$ cat config.mk
export PLATFORM = sky130hd
export DESIGN_NAME = sdf_twiddle_mul
export DESIGN_NICKNAME = d
export VERILOG_FILES = /design/src/rtl/sdf_twiddle_mul.sv
export SDC_FILE = /design/constraint.sdc
export NUM_CORES = 1
export LEC_CHECK = 0
export BUFFER_PORTS_ARGS = -buffer_cell sky130_fd_sc_hd__buf_2
export CAP_MARGIN = 20
export CORE_UTILIZATION = 45
export CTS_BUF_LIST = sky130_fd_sc_hd__clkbuf_8
export CTS_CLUSTER_SIZE = 12
export DETAILED_ROUTE_END_ITERATION = 16
export GPL_TIMING_DRIVEN = 0
export PLACE_DENSITY = 0.59
export SYNTH_ARGS = -nofsm -noshare
export SYNTH_HDL_FRONTEND = slang
export SYNTH_SLANG_ARGS = --single-unit
$ cat constraint.sdc
create_clock -name clk -period 6.4 [get_ports clk]
set_input_delay 0.96 -clock clk [delete_from_list [all_inputs] [get_ports clk]]
set_output_delay 0.96 -clock clk [all_outputs]
set_load 0.005 [all_outputs]
$ cat src/rtl/sdf_twiddle_mul.sv
// Twiddle-factor rotation stage for the radix-2^2 SDF FFT.
// Each streamed sample n is multiplied by W_N^k, where k = bitrev2(n / (N/4)) * (n mod N/4).
// The result is rounded half toward +inf and saturated to WIDTH bits.
// The pipeline has three register stages: inputs+ROM, products, then sum/round/saturate.
module sdf_twiddle_mul #(
  parameter int N        = 64,
  parameter int WIDTH    = 8,
  parameter int TW_WIDTH = 8
) (
  input  logic                    clk,
  input  logic                    rst_n,
  input  logic                    enable_in,
  input  logic signed [WIDTH-1:0] in_re,
  input  logic signed [WIDTH-1:0] in_im,
  output logic                    enable_out,
  output logic signed [WIDTH-1:0] out_re,
  output logic signed [WIDTH-1:0] out_im
);

  localparam int  LN     = $clog2(N);
  localparam int  F      = TW_WIDTH - 2;
  localparam int  PW     = WIDTH + TW_WIDTH;
  localparam int  SW     = PW + 1;
  localparam int  STAGES = 3;
  localparam real PI     = 3.14159265358979323846;

  localparam logic signed [SW-1:0] HALF = SW'(2 ** (F - 1));
  localparam logic signed [SW-1:0] MAXV = SW'(2 ** (WIDTH - 1) - 1);
  localparam logic signed [SW-1:0] MINV = SW'(-(2 ** (WIDTH - 1)));

  // Twiddle ROM. Each entry is computed at elaboration and rounded to nearest.
  // Entry k = 0 comes out as exactly c = 2^F, s = 0.
  logic signed [TW_WIDTH-1:0] rom_c [N];
  logic signed [TW_WIDTH-1:0] rom_s [N];

  for (genvar gk = 0; gk < N; gk++) begin : g_rom
    localparam real ANG = 2.0 * PI * real'(gk) / real'(N);
    localparam int  CI  = $rtoi($floor($cos(ANG) * real'(2 ** F) + 0.5));
    localparam int  SI  = $rtoi($floor($sin(ANG) * real'(2 ** F) + 0.5));
    assign rom_c[gk] = TW_WIDTH'(CI);
    assign rom_s[gk] = TW_WIDTH'(SI);
  end

  // Position within the frame. Any idle cycle restarts the frame at index 0.
  logic [LN-1:0] cnt;

  // Sample counter: wraps at N and clears on any enable_in-low cycle.
  always_ff @(posedge clk or negedge rst_n) begin
    if (!rst_n)         cnt <= '0;
    else if (enable_in) cnt <= cnt + LN'(1);
    else                cnt <= '0;
  end

  // Twiddle index: the quadrant bits are swapped (bit-reversed), then multiplied by the offset in the sub-block.
  logic [1:0]    q, qr;
  logic [LN-3:0] m;
  logic [LN-1:0] k;

  assign q  = cnt[LN-1:LN-2];
  assign qr = {q[0], q[1]};
  assign m  = cnt[LN-3:0];
  assign k  = {{(LN-2){1'b0}}, qr} * {2'b00, m};

  logic [STAGES-1:0]          vld_pipe;
  logic signed [WIDTH-1:0]    a1, b1;
  logic signed [TW_WIDTH-1:0] c1, s1;
  logic signed [PW-1:0]       p_ac, p_bs, p_bc, p_as;

  // Valid shift register. It tracks the data stages one for one.
  always_ff @(posedge clk or negedge rst_n) begin
    if (!rst_n) vld_pipe <= '0;
    else        vld_pipe <= {vld_pipe[STAGES-2:0], enable_in};
  end

  assign enable_out = vld_pipe[STAGES-1];

  // Stage 1: capture the sample together with its twiddle.
  always_ff @(posedge clk or negedge rst_n) begin
    if (!rst_n) begin
      a1 <= '0; b1 <= '0; c1 <= '0; s1 <= '0;
    end else begin
      a1 <= in_re;
      b1 <= in_im;
      c1 <= rom_c[k];
      s1 <= rom_s[k];
    end
  end

  // Stage 2: full-precision products.
  always_ff @(posedge clk or negedge rst_n) begin
    if (!rst_n) begin
      p_ac <= '0; p_bs <= '0; p_bc <= '0; p_as <= '0;
    end else begin
      p_ac <= PW'(a1) * PW'(c1);
      p_bs <= PW'(b1) * PW'(s1);
      p_bc <= PW'(b1) * PW'(c1);
      p_as <= PW'(a1) * PW'(s1);
    end
  end

  // Round half toward +inf, drop the F fraction bits, then clamp to WIDTH.
  function automatic logic signed [WIDTH-1:0] rnd_sat(input logic signed [SW-1:0] s);
    logic signed [SW-1:0] r;
    r = (s + HALF) >>> F;
    if (r > MAXV)      return MAXV[WIDTH-1:0];
    else if (r < MINV) return MINV[WIDTH-1:0];
    else               return r[WIDTH-1:0];
  endfunction

  logic signed [SW-1:0] sum_re, sum_im;

  // Complex multiply by (c - j*s): re = a*c + b*s, im = b*c - a*s.
  always_comb begin
    sum_re = '0;
    sum_im = '0;
    sum_re = {p_ac[PW-1], p_ac} + {p_bs[PW-1], p_bs};
    sum_im = {p_bc[PW-1], p_bc} - {p_as[PW-1], p_as};
  end

  // Stage 3: the outputs update only for valid samples and otherwise hold.
  always_ff @(posedge clk or negedge rst_n) begin
    if (!rst_n) begin
      out_re <= '0;
      out_im <= '0;
    end else if (vld_pipe[STAGES-2]) begin
      out_re <= rnd_sat(sum_re);
      out_im <= rnd_sat(sum_im);
    end
  end

endmodule

---- Word-level counts from Yosys, hierarchy flattened ----
Memories as Yosys holds them, arrays and structs flattened. A register that Yosys moved wholly into a read port is not among the register bits.
Index checks and enable logic that the tools add are counted.
cells by class
  $mul .................................... 5
  bitwise logic cells ..................... 1
  muxes and demuxes ....................... 5
  add/sub/neg operators ................... 5
  reduce and logical (&&, ||, !) cells .... 2
  order comparisons ....................... 4
operator list
  operator                                                        number
  multiplier 8 x 8 -> 16 bit                                      4
  adder 17 x 7 -> 17 bit, second input constant                   2
  2-to-1 mux 8 bit                                                4
  greater-than comparator 11 x 8 -> 1 bit, second input constant  2
  less-than comparator 11 x 8 -> 1 bit, second input constant     2
  adder 16 x 16 -> 17 bit                                         1
  subtractor 16 x 16 -> 17 bit                                    1
  inverter 6 -> 7 bit                                             1
  adder 6 x 1 -> 6 bit, second input constant                     1
  multiplier 2 x 4 -> 6 bit                                       1
  2-to-1 mux 6 bit                                                1
  zero test 1 bit                                                 2
word-level totals
  input port bits ......................... 19
  memories ................................ 2
  register bits after elaboration ......... 105
  word-level logic and storage cells ...... 34
  output and inout port bits .............. 17
  bits in read-only memories .............. 1024
memories
  memory            depth  width  rd ports  clocked after Yosys merged registers in  wr ports  line  source
  (name not given)  64     8      1         1                                        0         85    s1 <= rom_s[k];
  (name not given)  64     8      1         1                                        0         84    c1 <= rom_c[k];

---- Longest topological paths before layout ----
Gate-level depths: netlist (run 1).
  word-level depth ........................ 5
  mapped depth ............................ 19
  gate-level depth less buffers ........... 18

---- Worst setup path before layout (run 1) ----
Ideal clock, no wire load.
  path type ............................... reg2reg
  start ................................... register b1[6]
  end ..................................... register p_bs[14]
  data arrival time ....................... 4.540 ns
  stages on the path, launching flop included .. 19
  buffers on the path ..................... 1
  setup time .............................. 0.087 ns
  clock period less this slack ............ 4.626 ns
  path slack .............................. 1.774 ns
  data required time ...................... 6.313 ns
  cells stage by stage .................... dfrtp_1 -> clkbuf_1 -> and2_1 -> fa_1 -> inv_1 -> fa_1 -> inv_1 -> fa_1 -> inv_1 -> fa_1 -> inv_1 -> ha_1 -> o21ai_0 -> a21boi_0 -> o21ai_0 -> a21boi_0 -> o21ai_0 -> or4b_2 -> o211ai_1
on the way
  longest elaborated chain between the ends .. 1
ends and longest elaborated chain
  item                        line  source
  from (decl)                 65    logic signed [WIDTH-1:0] a1, b1;
  from (signal assigned)      83    b1 <= in_im;
  multiplier 8 x 8 -> 16 bit  95    p_bs <= PW'(b1) * PW'(s1);
  to (signal assigned)        95
  to (decl)                   67    logic signed [PW-1:0] p_ac, p_bs, p_bc, p_as;
No other way between the ends.
A chain may end at the register's enable or synchronous reset.

---- Final worst setup path (run 1) ----
  start ................................... register b1[2]
  end ..................................... register p_bc[14]
on the way
  longest elaborated chain between the ends .. 1
ends and longest elaborated chain
  item                        line  source
  multiplier 8 x 8 -> 16 bit  96    p_bc <= PW'(b1) * PW'(c1);
  to (signal assigned)        96
  to (decl)                   67
No other way between the ends.

==> parameters.txt, run 1 <==
Parameter                              Value

Outcome
  Run status ... completed

Timing
  Number of failing setup endpoints in the final timing report ... 0
  Maximum frequency from static timing analysis ... 167.4 MHz
  Final-report max-slew violation count ... 0
  Unrepaired setup endpoints after global routing ... no
  Clock Skew ... 0.01615 ns
  Smallest setup slack after layout ... 0.4278 ns
  Worst slew margin ... 46.95%
  Sum of negative setup slack ... 0 ns
  Transition time at the pin with the least slew margin ... 0.7957 ns
  Final period util ... 93.32%
  Count of endpoints failing hold in the final timing report ... 0
  Worst hold slack ... 0.3550 ns
  Post-route minimum period ... 5.972 ns

GRT
  First-pass GRT wire length ... 61.87 mm
  Global routing usage summed across all routing layers ... 22.29%
  Total global routing overflow ... 0
  Met1 global-route usage ... 31.64%
  Met2 GRT Util ... 35.05%
  Most used routing layer in global routing ... met2
  Largest net degree at the start of global routing ... 91
  Met3 Usage GRT ... 4.141%
  Number of antenna violations at the first check in global routing ... 0
  Vias in the first global route ... 11800

Floorplanning
  Initial core utilization ... 46.03%
  Total number of placement rows ... 68
  Number of I/O pins ... 36
  Floorplan die width ... 190.7 um
  Area enclosed by the die boundary ... 0.03635 sq mm
  Core area ... 0.03480 sq mm
  Chip Height ... 190.7 um

Placed design
  Placer's final routability congestion estimate ... 0.8664
  Worst slack at placement ... 0.5485 ns
  HPWL after detailed placement ... 29.63 mm
  Count of input and output buffers ... 35

Synth
  Area contributors post-synth ... fa_1, dfrtp_1, ha_1, inv_1, and2_1
  Synthesized-area fraction occupied by and/or/nand/nor cells ... 15.06%
  Proportion of synthesized area in mux cells ... 0.5390%
  Post-synthesis share of cell area spent on xor and xnor gates ... 4.538%
  Cell area after synthesis ... 0.01602 sq mm
  Net count after synthesis ... 2118
  Flip-flop and latch count after synthesis ... 121
  Cell type contributing the most total cell area after synthesis ... fa_1
  Synthesized-area fraction occupied by adder cells ... 42.15%
  Mean Syn Cell Area ... 9.467 sq um
  Proportion of synthesized chip area in sequential cells ... 18.90%
  Share of flip-flops with an asynchronous set or reset ... 100.0%
  Count of synthesis-stage warnings from yosys ... 0
  Number of different library cells in the post-synthesis netlist ... 68
  Synthesized-area fraction occupied by ao, oa, aoi and oai cells ... 9.249%
  Most used DFF post-synth ... dfrtp_1
  Area share of the largest cell type after synthesis ... 27.62%
  EDFF count, synth ... 0
  Largest family of logic cells by synthesized area ... adder cells
  Number of instances in the synthesized netlist ... 1692

Critical path
  Reg2reg start ... b1[2]
  WP data arrival ... 6.31 ns
  Crit path buffers/inverters ... 4
  Critical path launch point ... b1[2]
  CP max FO ... 10
  Sort of element at the start of the critical path ... flip-flop
  Chain of cells forming the critical path ... clkbuf_1, nand2_1, fa_1, inv_1, fa_1, inv_1, fa_1, fa_1, inv_1, ha_1, nor2b_1, o21ai_0, a21boi_0, o21ai_0, a21boi_0, o21ai_0, nand2_1, o311ai_0
  Crit-path leading delay family ... adder cells
  Crit. End Element ... flip-flop
  Worst EP required ... 6.74 ns
  Cell seen most often among critical-path stages ... fa_1
  Worst stage delay on the critical path ... 0.64 ns
  Critical Path Slowest Stage Cell ... dfrtp_1
  Category of the most critical setup path ... reg -> reg

Clock network
  CTS Buf Count ... 17
  Number of hold buffers added after cts ... 0
  TritonCTS clock tree ... done
  Clock transition time at the flip-flop clock pins of the worst setup and hold paths ... 0.08 ns
  Maximum count of clock buffers along a single path ... 2
  Number of buffers added for setup after CTS ... 0
  Count of H-tree levels built during CTS ... 4
  Total number of clock tree sinks ... 121
  Worst-skew pair later-pin latency ... 0.48 ns
  Count of cells resized by post-cts repair ... 0
  Buffer type at the clock tree root ... clkbuf_8

Layout
  Area growth syn-to-layout ... 7.608%
  Core occupancy in the finished layout ... 49.53%
  Fraction of layout instances using a drive strength above 1 ... 5.119%
  Nets ... 2173

Run
  # Max-Cap Violations ... 0

Routing
  Total detailed-routing wirelength ... 36.80 mm
  Avg WL per Cell ... 16.61 um
  DR DRC count ... 0
  First-pass detailed-route iteration total ... 4
  Antenna-violating nets left ... 0
  Routed vias/inst ... 5.127
  Number of DRC markers after the initial detailed-route iteration ... 677
  Count of vias placed by the detailed router ... 11360

Pwr
  VDD IR-drop max ... 0.1122 mV
  Total power consumption of the routed design ... 1.867 mW
  Power density relative to cell area ... 108.3 mW/mm^2
  Leak pwr ... 8.766 nW

Hold path
  Hold/Removal Path Class ... in -> async
cells in the mapped netlist (4+ instances only):
cell,n
nand3_1,16
xor2_1,13
a21oi_1,50
and2_1,174
dfrtp_1,121
nor2b_1,26
nand2b_1,13
clkbuf_1,43
o211ai_1,7
o21a_1,5
o311a_1,4
nor3_1,18
a31oi_1,9
a221o_1,14
or3_1,9
o21bai_1,5
a21o_1,19
ha_1,186
xnor2_1,70
nor2_1,65
and3_1,4
a21boi_0,11
or2_2,5
inv_1,362
fa_1,221
nand2_1,108
o21ai_0,43
a211oi_1,11
placed cells by master (no fill, tap or decap), drive strengths merged, types with 5 or more instances in the layout:
cell and count:
inv 363, fa 221, ha 186, and2 174, dfrtp 121, nand2 108, xnor2 70, nor2 65
clkbuf 64, a21oi 50, o21ai 44, buf 38, nor2b 26, a21o 20, nor3 19, nand3 16
a221o 14, nand2b 13, xor2 13, a21boi 12, a211oi 11, a31oi 10, or3 9, o211ai 8
o311ai 6, o21bai 5, or2 5, o21a 5
registers in the layout (all words and copies together) (netlist names):
register	cells
a1	8
b1	8
c1	8
cnt	6
out_im	8
out_re	8
p_ac	16
p_as	16
p_bc	16
p_bs	16
s1	8
vld_pipe	3
metrics by stage:
stage,area (sq um),instances
3_5_place_dp,16800,2183
6_report,17240,2215
4_1_cts,17230,2213
5_1_grt,17230,2213
3_3_place_gp,16760,2182
2_1_floorplan,16020,1692
worst reg2reg max path: cells and delay by family (launching register included):
kind / cells / cell delay, ns
adder cells (fa/ha/maj): 5 / 2.13
AND/OR/NAND/NOR: 3 / 0.46
AO/OA/AOI/OAI: 6 / 1.77
flip-flops: 1 / 0.64
buffers and inverters: 4 / 0.83
final timing paths:
path	to	slack, ns	depth (start not counted)
max reg2reg	p_bc[14]	0.43	18
min	out_im[2]	0.36	1
min reg2reg	out_re[7]	0.49	2
max	p_bc[14]	0.43	18
max in group asynchronous	a1[5]	5.24	2
min in group clk	out_re[7]	0.49	2
layer usage:
| metal | routed length, um | part of all wire (%) |
|---|---|---|
| met3 | 1881 | 5.1 |
| met2 | 16850 | 46 |
| met4 | 532 | 1.4 |
| met1 | 17530 | 48 |
| met5 | 0 | 0 |
power breakdown:
part / internal, mW / leakage (nW) / total (mW) / switching, mW
Combinational: 0.106 / 6.99 / 0.254 / 0.148
Sequential: 0.799 / 1.55 / 0.835 / 0.0359
Clock: 0.458 / 0.225 / 0.779 / 0.321
cells by family after synthesis:
logic type                 after synthesis
adders and majority gates              407
buffers and inverters                  408
AOI/OAI and AO/OA                      210
and+or+nand+nor                        456
xor gates and xnor gates                83
muxes                                    7
DFF                                    121
area by class of cell:
type,count,area [sq um]
antenna,2,5.005
buffer,45,168.9
clock buffer,21,289.0
clock inverter,9,146.4
fill,3300,17560
inverter,363,1363
multi-input combinational,1163,11460
sequential,121,3028
tap,455,569.3
timing repair buffer,36,209.0
(Power assumes the default switching activity.)
==> run 2: changes to the inputs <==
- CORE_MARGIN: not set -> 2
==> run 2 against run 1 <==
Effect of this change: maximum frequency up 1.5%; hold slack improved by 0.081 ns; total power decreased by 0.82%; largest power group unchanged; critical endpoint is now p_ac[14]; first-iteration DRC count increased by 0.44%; die area grew 2.1%; global-route usage decreased by 0.63 points.
==> parameters.txt, run 2 (synthesized netlist as in run 1, its figures left out) <==
Parameter                              Value

GRT
  First-pass GRT wire length ... 60.97 mm
  Largest net degree at the start of global routing ... 67
  Vias in the first global route ... 11530
  Total global routing overflow ... 0
  Number of antenna violations at the first check in global routing ... 1
  Global routing usage summed across all routing layers ... 21.67%

Layout
  Highest-count cells in the layout ignoring fill and taps ... inv_1, fa_1, ha_1
  Finished layout cell area ... 0.01724 sq mm
  Nets ... 2173
  Most common cell after layout, fill and taps aside ... inv_1
  Filler Cells Inserted ... 3345
  Non-filler instance count after layout ... 2221
  Area growth syn-to-layout ... 7.632%
  Fraction of layout instances using a drive strength above 1 ... 5.117%
  Core occupancy in the finished layout ... 48.83%

Clock network
  CTS Buf Count ... 17
  Buffer type at the clock tree root ... clkbuf_8
  Clock transition time at the flip-flop clock pins of the worst setup and hold paths ... 0.08 ns
  Count of H-tree levels built during CTS ... 4
  Maximum count of clock buffers along a single path ... 2
  Number of buffers added for setup after CTS ... 0
  TritonCTS clock tree ... done
  Number of hold buffers added after cts ... 0
  Total number of clock tree sinks ... 121
  Worst-skew pair later-pin latency ... 0.49 ns
  Count of cells resized by post-cts repair ... 0

Floorplanning
  Floorplan die width ... 192.7 um
  Total number of placement rows ... 69
  Area enclosed by the die boundary ... 0.03712 sq mm
  Initial core utilization ... 45.36%
  Chip Height ... 192.7 um
  Number of I/O pins ... 36
  Core area ... 0.03531 sq mm

Pwr
  Leak pwr ... 8.764 nW
  Power density relative to cell area ... 107.4 mW/mm^2
  VDD IR-drop max ... 0.1234 mV

Timing
  Number of failing setup endpoints in the final timing report ... 0
  Maximum frequency from static timing analysis ... 170.0 MHz
  Smallest setup slack after layout ... 0.5181 ns
  Final period util ... 91.90%
  Sum of negative setup slack ... 0 ns
  Final-report max-slew violation count ... 0
  Clock Skew ... 0.02466 ns
  Unrepaired setup endpoints after global routing ... no
  Transition time at the pin with the least slew margin ... 0.8254 ns
  Worst slew margin ... 44.55%
  Post-route minimum period ... 5.882 ns
  Count of endpoints failing hold in the final timing report ... 0

Critical path
  Crit-path leading delay family ... adder cells
  Category of the most critical setup path ... reg -> reg
  WP data arrival ... 6.19 ns
  Critical Path Slowest Stage Cell ... clkbuf_1
  Cell seen most often among critical-path stages ... fa_1
  Sort of element at the start of the critical path ... flip-flop
  Capture point of the worst path ... p_ac[14]
  Worst R2R Path Depth ... 18
  Crit path buffers/inverters ... 4
  Worst R2R Setup Slack ... 0.52 ns
  Chain of cells forming the critical path ... clkbuf_1, nand2_1, fa_1, inv_1, fa_1, inv_1, fa_1, fa_1, inv_1, ha_1, nor2b_1, o21ai_0, a21boi_0, o21ai_0, a21boi_0, o21ai_0, nand2_1, o311ai_0
  Crit. End Element ... flip-flop
  CP max FO ... 10
  Capture instance of the worst register-to-register path ... p_ac[14]
  Instance count on the critical path ... 18
  Worst stage delay on the critical path ... 0.63 ns
  Worst EP required ... 6.71 ns
  Reg2reg start ... c1[2]
  Critical path launch point ... c1[2]

Routing
  Number of DRC markers after the initial detailed-route iteration ... 680
  Routed vias/inst ... 5.109
  DR DRC count ... 0
  Antenna-violating nets left ... 0
  Total detailed-routing wirelength ... 36.58 mm
  Count of vias placed by the detailed router ... 11350
  Avg WL per Cell ... 16.47 um
  First-pass detailed-route iteration total ... 4

Outcome
  Run status ... completed

Hold path
  Hold/Removal Path Class ... in -> async

Placed design
  HPWL after detailed placement ... 29.64 mm
  Count of input and output buffers ... 35
  Post-DP Area ... 0.01680 sq mm
  # placed instances ... 2189
  Placer's final routability congestion estimate ... 0.8673
  Worst slack at placement ... 0.6030 ns

Run
  # Max-Cap Violations ... 0
## run 2: final cells by class
cell class / count / area (sq um) / share of cell area, %
tap: 461 / 576.8 / 3.346
inverter: 363 / 1363 / 7.903
multi-input combinational: 1163 / 11460 / 66.46
buffer: 45 / 168.9 / 0.9798
clock buffer: 23 / 316.6 / 1.836
sequential: 121 / 3028 / 17.56
timing repair buffer: 36 / 209.0 / 1.212
clock inverter: 8 / 117.6 / 0.6822
antenna: 1 / 2.502 / 0.01451
## run 2: worst min-delay path by stage
| stage | start | to | slack, ns |
|---|---|---|---|
| floorplan | vld_pipe[0] | vld_pipe[1] | 0.33 |
| global placement | vld_pipe[1] | vld_pipe[2] | 0.46 |
| detailed placement | vld_pipe[1] | vld_pipe[2] | 0.45 |
| CTS | rst_n | out_re[0] | 0.44 |
| global route | rst_n | out_re[5] | 0.46 |
| finish | rst_n | out_re[5] | 0.44 |
## run 2: layer usage
metal	track usage, %	vias to the layer above	wire (um)
li1	-	5412	-
met1	30.72	5632	16840
met2	33.75	258	16710
met3	3.964	44	2061
met4	6.577	0	962
met5	0	-	0
## run 2: metrics by stage
stage	power (mW)	hold WS [ns]
6_report	1.852	0.4364
5_1_grt	1.952	0.4582
4_1_cts	1.881	0.4378
3_5_place_dp	1.103	0.4471
3_3_place_gp	1.097	0.4559
2_1_floorplan	0.9924	0.3312
## run 2: power breakdown
part           leakage (nW)  switching [mW]  internal [mW]
combinational          6.99           0.146          0.106
sequential             1.55          0.0354          0.799
clock                 0.223           0.324          0.442
total                  8.76           0.506           1.35
## run 2: worst reg2reg max path: stages, from the launching register on
cell and delay, ns:
dfrtp_1 0.62, clkbuf_1 0.64, nand2_1 0.18, fa_1 0.46, inv_1 0.08, fa_1 0.40
inv_1 0.09, fa_1 0.40, fa_1 0.49, inv_1 0.04, ha_1 0.30, nor2b_1 0.14
o21ai_0 0.23, a21boi_0 0.18, o21ai_0 0.26, a21boi_0 0.17, o21ai_0 0.28, nand2_1 0.14
o311ai_0 0.62
